## src/rtl/shift_sipo_pkg.sv

```systemverilog
// Shared definitions for the serial-in / parallel-out shift register family.
//
// Contents:
//   DEFAULT_WIDTH  - default parallel word width
//   count_width()  - width of a counter that must hold values 0..w
package shift_sipo_pkg;

    localparam int DEFAULT_WIDTH = 4;

    // Bits needed to represent 0..w inclusive (the count saturates at w).
    function automatic int count_width(input int w);
        return $clog2(w + 1);
    endfunction

endpackage

```

## src/rtl/sipo_phase_counter.sv

```systemverilog
// Free-running mod-WIDTH phase counter with a wrap indicator.
//
// Ports:
//   clk  - clock, rising-edge
//   rst  - synchronous active-high reset, forces phase to 0
//   wrap - high while phase == WIDTH-1, i.e. the next edge wraps to 0
module sipo_phase_counter #(
    parameter int WIDTH = 4
) (
    input  logic clk,
    input  logic rst,
    output logic wrap
);

    localparam int PW = (WIDTH > 1) ? $clog2(WIDTH) : 1;
    localparam logic [PW-1:0] LAST = PW'(WIDTH - 1);

    logic [PW-1:0] phase_reg;
    logic [PW-1:0] phase_next;

    always_comb begin
        phase_next = phase_reg + 1'b1;
        if (phase_reg == LAST) begin
            phase_next = '0;
        end
    end

    always_ff @(posedge clk) begin
        if (rst) begin
            phase_reg <= '0;
        end else begin
            phase_reg <= phase_next;
        end
    end

    assign wrap = (phase_reg == LAST);

endmodule

```

## src/rtl/shift_sipo.sv

```systemverilog
// Serial-in / parallel-out shift register with fill count and word strobe.
//
// Ports:
//   clk         - clock, everything updates on the rising edge
//   rst         - synchronous active-high reset
//   in          - serial data bit, sampled every edge (no enable)
//   q           - parallel register contents
//   sout        - bit pushed out of the far end on the most recent edge
//   count       - bits shifted in since reset, saturating at WIDTH
//   full        - count == WIDTH
//   word_strobe - one-cycle pulse after every WIDTH-th shift since reset
module shift_sipo
    import shift_sipo_pkg::*;
#(
    parameter int WIDTH      = DEFAULT_WIDTH,
    parameter bit SHIFT_LEFT = 1'b1
) (
    input  logic                            clk,
    input  logic                            rst,
    input  logic                            in,
    output logic [WIDTH-1:0]                q,
    output logic                            sout,
    output logic [count_width(WIDTH)-1:0]   count,
    output logic                            full,
    output logic                            word_strobe
);

    localparam int CW = count_width(WIDTH);
    localparam logic [CW-1:0] COUNT_MAX = CW'(WIDTH);

    logic [WIDTH-1:0] q_reg;
    logic             sout_reg;
    logic [CW-1:0]    count_reg;
    logic [CW-1:0]    count_next;
    logic             full_reg;
    logic             word_strobe_reg;
    logic             phase_wrap;

    // Shift datapath.
    always_ff @(posedge clk) begin
        if (rst) begin
            q_reg    <= '0;
            sout_reg <= 1'b0;
        end else if (SHIFT_LEFT) begin
            q_reg    <= {q_reg[WIDTH-2:0], in};
            sout_reg <= q_reg[WIDTH-1];
        end else begin
            q_reg    <= {in, q_reg[WIDTH-1:1]};
            sout_reg <= q_reg[0];
        end
    end

    sipo_phase_counter #(
        .WIDTH (WIDTH)
    ) u_phase (
        .clk  (clk),
        .rst  (rst),
        .wrap (phase_wrap)
    );

    always_comb begin
        count_next = count_reg;
        if (count_reg != COUNT_MAX) begin
            count_next = count_reg + 1'b1;
        end
    end

    // Fill counter, full flag and word strobe. full is computed from
    // count_next so it lines up with the count value it describes.
    always_ff @(posedge clk) begin
        if (rst) begin
            count_reg       <= '0;
            full_reg        <= 1'b0;
            word_strobe_reg <= 1'b0;
        end else begin
            count_reg       <= count_next;
            full_reg        <= (count_next == COUNT_MAX);
            word_strobe_reg <= phase_wrap;
        end
    end

    assign q           = q_reg;
    assign sout        = sout_reg;
    assign count       = count_reg;
    assign full        = full_reg;
    assign word_strobe = word_strobe_reg;

endmodule

```

## config.mk

```make
export PLATFORM = sky130hd
export DESIGN_NAME = shift_sipo
export DESIGN_NICKNAME = d
export VERILOG_FILES = /design/src/rtl/shift_sipo_pkg.sv /design/src/rtl/sipo_phase_counter.sv /design/src/rtl/shift_sipo.sv
export SDC_FILE = /design/constraint.sdc
export NUM_CORES = 1
export LEC_CHECK = 0
export BUFFER_PORTS_ARGS = -buffer_cell sky130_fd_sc_hd__buf_2
export CAP_MARGIN = 5
export CELL_PAD_IN_SITES_DETAIL_PLACEMENT = 1
export CELL_PAD_IN_SITES_GLOBAL_PLACEMENT = 2
export CORE_MARGIN = 2
export CORE_UTILIZATION = 29
export DETAILED_ROUTE_END_ITERATION = 8
export HOLD_SLACK_MARGIN = 0.05
export PLACE_DENSITY_LB_ADDON = 0.1
export SLEW_MARGIN = 20
export SYNTH_ARGS = -nofsm -noshare
export SYNTH_HDL_FRONTEND = slang
export SYNTH_SLANG_ARGS = --single-unit
```

## constraint.sdc

```tcl
create_clock -name clk -period 2.6 [get_ports clk]
set_clock_uncertainty 0.05 [all_clocks]
set_input_delay 0.52 -clock clk [delete_from_list [all_inputs] [get_ports clk]]
set_output_delay 0.52 -clock clk [all_outputs]
set_load 0.01 [all_outputs]
```

==> results of run 1 <==
[worst max path at each step]
stage                        start         endpoint  slack [ns]  cells after the start
2_1_floorplan  count[0]$_SDFF_PP0_  full$_SDFF_PP0_        1.15                      5
3_3_place_gp   count[0]$_SDFF_PP0_  full$_SDFF_PP0_        1.11                      5
3_5_place_dp   count[0]$_SDFF_PP0_  full$_SDFF_PP0_        1.04                      5
4_1_cts        count[0]$_SDFF_PP0_  full$_SDFF_PP0_        1.02                      5
5_1_grt        count[0]$_SDFF_PP0_  full$_SDFF_PP0_        0.91                      5
6_report       count[0]$_SDFF_PP0_  full$_SDFF_PP0_        1.01                      5
[cell families (layout without fill, tap and decap cells)]
family | count (synthesis) | in the layout
adders and majority gates | 3 | 3
DFF | 12 | 12
and+or+nand+nor | 18 | 18
buffers and inverters | 3 | 17
xor gates and xnor gates | 1 | 1
AOI/OAI and AO/OA | 2 | 2
[placed cells by master (no fill, tap or decap), types with 2 or more instances in the layout]
cell and count:
clkbuf_4 3, inv_1 2, nor2b_1 6, buf_2 12, nor2_1 3, nand2_1 2
nor3_1 2, dfxtp_1 12, ha_1 3
[where the power goes]
group,internal [W],switching (W),leakage (nW)
combinational,0.0000256,0.0000298,0.126
sequential,0.000198,0.0000121,0.0985
clock,0.0000534,0.0000548,0.0138
total,0.000277,0.0000966,0.238
[synthesized netlist by cell type, drive strengths merged]
cell type and number:
dfxtp 12, nor2b 6, ha 3, nand2 3, nor2 3, inv 2, nor3 2, a2111oi 1
a21oi 1, clkbuf 1, nand3 1, nand3b 1, nor3b 1, or3 1, xnor2 1
[critical path, cell delays in order, from the launching register on]
cell and delay, ns:
dfxtp_1 0.37, inv_1 0.08, ha_1 0.21, nand2_2 0.10, or3_1 0.33, a2111oi_2 0.33
[cell type report]
type                            count  share of cell area [%]
Tap cell                           15                    3.65
Clock buffer                        3                    4.38
Timing Repair Buffer               12                    11.7
Inverter                            2                    1.46
Multi-Input combinational cell     24                    32.1
Sequential cell                    12                    46.7
[routing by layer]
layer	routed length, um	GRT usage (%)	vias up
li1	-	-	155
met3	38	2.61	2
met4	6	7.74	0
met1	319	9.04	146
met5	0	0	-
met2	441	21.9	7
[per-stage QoR]
stage | hold WS [ns] | total power (W) | utilization [%] | cells
finish | 0.382 | 0.000373 | 39.0 | 68
global route | 0.402 | 0.000397 | 39.0 | 68
CTS | 0.383 | 0.000377 | 39.0 | 68
detailed placement | 0.370 | 0.000270 | 37.3 | 65
global placement | 0.356 | 0.000264 | 37.3 | 65
floorplan | 0.348 | 0.000249 | - | 39
==> results.md, run 1 <==
* Result of the run: completed
* Data arrival time of the worst path at 1.69 ns
* Max Clock Freq at 629 MHz
* Maximum fanout count along the critical path at 6
* Critical path startpoint category: flop
* H-tree level count at 1
* Via count of the first global-routing pass at 350
* Per-cell via count in the routed design at 4.56
* Flip-flop count of the largest register, all copies and words added at 4
* Unique cell type count in the Yosys netlist at 16
* Synthesized-area fraction occupied by and/or/nand/nor cells at 23.7%
* Worst-case setup slack after placement at 1.04 ns
* Logic depth of the worst register-to-register path at 5
* Placer Congestion at 0.603
* Grt ovf at 0
* Cell count after synthesis at 39
* Die height at 41.9 um
* Fillcell total at 156
* Post-detailed-route wirelength per cell at 11.8 um
* Standby leakage power at 0.238 nW
* Antenna violations before repair at 0
* Area inside the core boundary at 1320 um2
* HPWL Detailed at 618 um
* Cells resized by post-CTS repair at 0
* #FFs+latches synth at 12
* Number of vias after detailed routing at 310
* Maximum number of buffers from clock root to sink at 2
* GRT Util Overall at 11.0%
* Fin nets at 61
* Startpoint of the lowest-slack hold path: u_phase.phase_reg[0]$_SDFF_PP0_
* Post-Synthesis Cell Area at 417 um2
* Design area at 514 um2
* Clock transition time at the flip-flop clock pins of the worst setup and hold paths at 0.07 ns
* TritonCTS Buffers at 3
* Layout overhead on the synthesized area at 23.4%
* Endpoint of the most critical register-to-register path: full$_SDFF_PP0_
* Largest area contributor in the synthesized netlist: dfxtp_1
* Routed WL at 805 um
* TritonCTS clock tree: yes
* Rel. slew slack at 79.8%
* Required time of the worst setup path at 2.70 ns
* Nature of the critical path endpoint: flop
* Count of final max-slew check failures at 0
* Power density over the cells at 726 nW/um2
* Number of buffers inserted by hold repair at cts at 0
* Effective utilization at floorplan at 31.6%
* Storage cell area at 240 um2
* Largest net degree at the start of global routing at 13
* Final period utilization at 61.2%
* Root buffer selected by CTS: clkbuf_4
* Post-CTS Setup Bufs at 0
* Number of stages on the worst hold path at 1
* Crit path setup slack, layout at 1.01 ns
* Actual transition at the worst max-transition pin at 0.302 ns
* Remaining design rule violation count at 0
* IO Port Bufs at 12
* Num ports at 13
* Post-route ant nets at 0
* Dominant combinational cell family by area after synthesis: simple AND/OR/NAND/NOR gates
* Post-route setup TNS at 0 ns
* Xor and xnor fraction of the mapped netlist area at 2.10%
* Antenna diode count at 0
* Share of synthesized area spent on multiplexers at 0%
* First-pass GRT wire length at 1.39 mm
* Fraction of the mapped netlist area in adder cells at 9.01%
* Top post-synthesis cells by area: dfxtp_1 (58%), ha_1 (9.0%), nor2b_1 (9.0%)
* Share of the synthesized area in the top cell type at 57.7%
* Standard cell area after detailed placement at 492 um2
* Multi-input gate area in the final layout at 165 um2
* Synth Warn # at 0
* Synth Area per Inst at 10.7 um2
* Beginning of the worst register-to-register path: count[0]$_SDFF_PP0_
* Max Cap Viol at 0
* Worst R2R Setup Slack at 1.01 ns
* Num Clock Sinks at 12
* Rows at 13
* Hold EP: u_phase.phase_reg[0]$_SDFF_PP0_
* Sequential element share of the synthesized area at 57.7%
* Post-Synthesis Net Count at 45
* Minimum period implied by the final worst setup slack at 1.59 ns
* Path type of the worst setup path: flop to flop
* Violation count after the first detailed-route iteration at 5
* Share of post-route cells with drive strength above 1 at 32.1%
* Die Area at 1760 um2
* Die width at 41.9 um
* Compound-cell area share of the yosys netlist at 4.80%
* Hold Crit Class: flop to flop
* Count of TritonRoute iterations in the first routing pass at 3
* Later-pin clock latency in the skew report at 0.26 ns
* Final Hold Viols at 0
* RSZ-0062 raised after global routing: false
* VDD IR-drop max at 286 uV
* Setup-failing EPs final at 0
Note: power is estimated with default switching activity, not from simulation.
==> inputs of run 2 (changes only) <==
--- a/config.mk
+++ b/config.mk
@@ -10,7 +10,7 @@
 export CELL_PAD_IN_SITES_DETAIL_PLACEMENT = 1
 export CELL_PAD_IN_SITES_GLOBAL_PLACEMENT = 2
 export CORE_MARGIN = 2
-export CORE_UTILIZATION = 29
+export CORE_UTILIZATION = 27
 export DETAILED_ROUTE_END_ITERATION = 8
 export HOLD_SLACK_MARGIN = 0.05
 export PLACE_DENSITY_LB_ADDON = 0.1
==> constraint.sdc (replaced) <==
create_clock -name clk -period 1.6 [get_ports clk]
set_clock_uncertainty 0.05 [all_clocks]
set_input_delay 0.32 -clock clk [delete_from_list [all_inputs] [get_ports clk]]
set_output_delay 0.32 -clock clk [all_outputs]
set_load 0.01 [all_outputs]
==> run 2 against run 1 <==
Net effect:
- cell count rose by 2.9%
- clock power rose by 120%
- maximum frequency rose by 8.5%
- sequential power rose by 61%
- setup slack got worse by 0.88 ns
- register-to-register slack got worse by 0.88 ns
- critical path depth did not move
- largest cell class unchanged
==> results.md, run 2 (synthesis results as in run 1) <==
* Result of the run: completed
* Beginning of the worst register-to-register path: count[0]$_SDFF_PP0_
* Logic depth of the worst register-to-register path at 5
* Endpoint of the most critical register-to-register path: full$_SDFF_PP0_
* Remaining design rule violation count at 0
* Num ports at 13
* Final period utilization at 91.7%
* Placer Congestion at 0.685
* Largest net degree at the start of global routing at 13
* Post-CTS Setup Bufs at 0
* Share of post-route cells with drive strength above 1 at 35.2%
* Max Cap Viol at 0
* Crit. path cell count at 5
* Critical path startpoint category: flop
* Power density over the cells at 1250 nW/um2
* IO Port Bufs at 12
* Later-pin clock latency in the skew report at 0.27 ns
* Clock transition time at the flip-flop clock pins of the worst setup and hold paths at 0.08 ns
* Max Clock Freq at 682 MHz
* Path type of the worst setup path: flop to flop
* Antenna diode count at 0
* Root buffer selected by CTS: clkbuf_4
* GRT Util Overall at 9.84%
* Violation count after the first detailed-route iteration at 2
* TritonCTS clock tree: yes
* Area inside the core boundary at 1470 um2
* Required time of the worst setup path at 1.72 ns
* VDD IR-drop max at 530 uV
* Maximum fanout count along the critical path at 6
* Die height at 43.3 um
* CP endpoint: full$_SDFF_PP0_
* TritonCTS Buffers at 3
* Rel. slew slack at 84.3%
* Post-detailed-route wirelength per cell at 10.7 um
* Slowest-stage cell, CP: dfxtp_1
* Die Area at 1870 um2
* Count of TritonRoute iterations in the first routing pass at 2
* Antenna violations before repair at 0
* Post-route ant nets at 0
* Die width at 43.3 um
* Hold Crit Class: input pin to flop
* Data arrival time of the worst path at 1.59 ns
* H-tree level count at 1
* Final Hold Viols at 0
* Via count of the first global-routing pass at 318
* Minimum period implied by the final worst setup slack at 1.47 ns
* Cell family contributing the most delay on the critical path: simple AND/OR/NAND/NOR gates
* Effective utilization at floorplan at 28.3%
* First-pass GRT wire length at 1.29 mm
* Maximum number of buffers from clock root to sink at 2
* Routed WL at 749 um
* Per-cell via count in the routed design at 4.47
* Crit path setup slack, layout at 0.134 ns
* Standby leakage power at 0.244 nW
* Num Clock Sinks at 12
* Worst setup path startpoint: count[0]$_SDFF_PP0_
* Worst R2R Setup Slack at 0.13 ns
* Grt ovf at 0
* Highest-count cells in the layout ignoring fill and taps: dfxtp_1 (12), buf_2 (12), nor2b_1 (6)
* Actual transition at the worst max-transition pin at 0.235 ns
* Post-route setup TNS at 0 ns
* Number of buffers inserted by hold repair at cts at 0
* Nature of the critical path endpoint: flop
* Worst-case setup slack after placement at 0.104 ns
* Total buffers and inverters traversed by the critical path at 1
* Number of vias after detailed routing at 313
* Rows at 14
* Count of final max-slew check failures at 0
* Cells along the critical path: inv_1, ha_2, nand2_2, or3_1, a2111oi_2
* Layout overhead on the synthesized area at 27.6%
* RSZ-0062 raised after global routing: false
* Setup-failing EPs final at 0
* Flip-flop count of the largest register, all copies and words added at 4
* Delay contributed by the slowest stage of the critical path at 0.36 ns
* Fin nets at 61
[run 2: how the worst min path moves through the flow]
stage / startpoint / endpoint / slack [ns] / depth (start not counted)
after floorplan: rst / q[2]$_SDFF_PP0_ / 0.34 / 1
after global placement: u_phase.phase_reg[0]$_SDFF_PP0_ / u_phase.phase_reg[0]$_SDFF_PP0_ / 0.36 / 1
after detailed placement: u_phase.phase_reg[0]$_SDFF_PP0_ / u_phase.phase_reg[0]$_SDFF_PP0_ / 0.36 / 1
after CTS: in / q[0]$_SDFF_PP0_ / 0.23 / 2
after global routing: in / q[0]$_SDFF_PP0_ / 0.23 / 2
final: in / q[0]$_SDFF_PP0_ / 0.23 / 2
[run 2: layout make-up]
type	count	area (um2)
fill	189	940
sequential	12	240
multi-input combinational	24	168
timing repair buffer	12	60.1
clock buffer	4	36.3
tap	16	20.0
inverter	2	7.51
[run 2: what timing repair did]
item,CTS,global route
endpoints found under the hold margin,0,0
resized for setup,0,1
setup endpoints to repair,0,1
[run 2: metrics by stage]
step	instance area (um2)	cells	power [W]	hold slack, ns	utilization (%)
floorplan	417	39	0.000404	0.342	-
global placement	493	66	0.000430	0.357	33.5
detailed placement	493	66	0.000438	0.363	33.5
CTS	529	70	0.000676	0.233	36.0
global route	532	70	0.000708	0.227	36.1
finish	532	70	0.000664	0.232	36.1
[run 2: per-layer routing]
| layer | part of all wire [%] | track usage (%) |
|---|---|---|
| met5 | 0 | 0 |
| met4 | 0 | 5.45 |
| met3 | 6.9 | 4.68 |
| met2 | 54 | 17.6 |
| met1 | 39 | 8.88 |
[run 2: power by group]
group	switching [W]	internal [W]
Combinational	0.0000482	0.0000434
Clock	0.0000960	0.000138
Sequential	0.0000175	0.000321
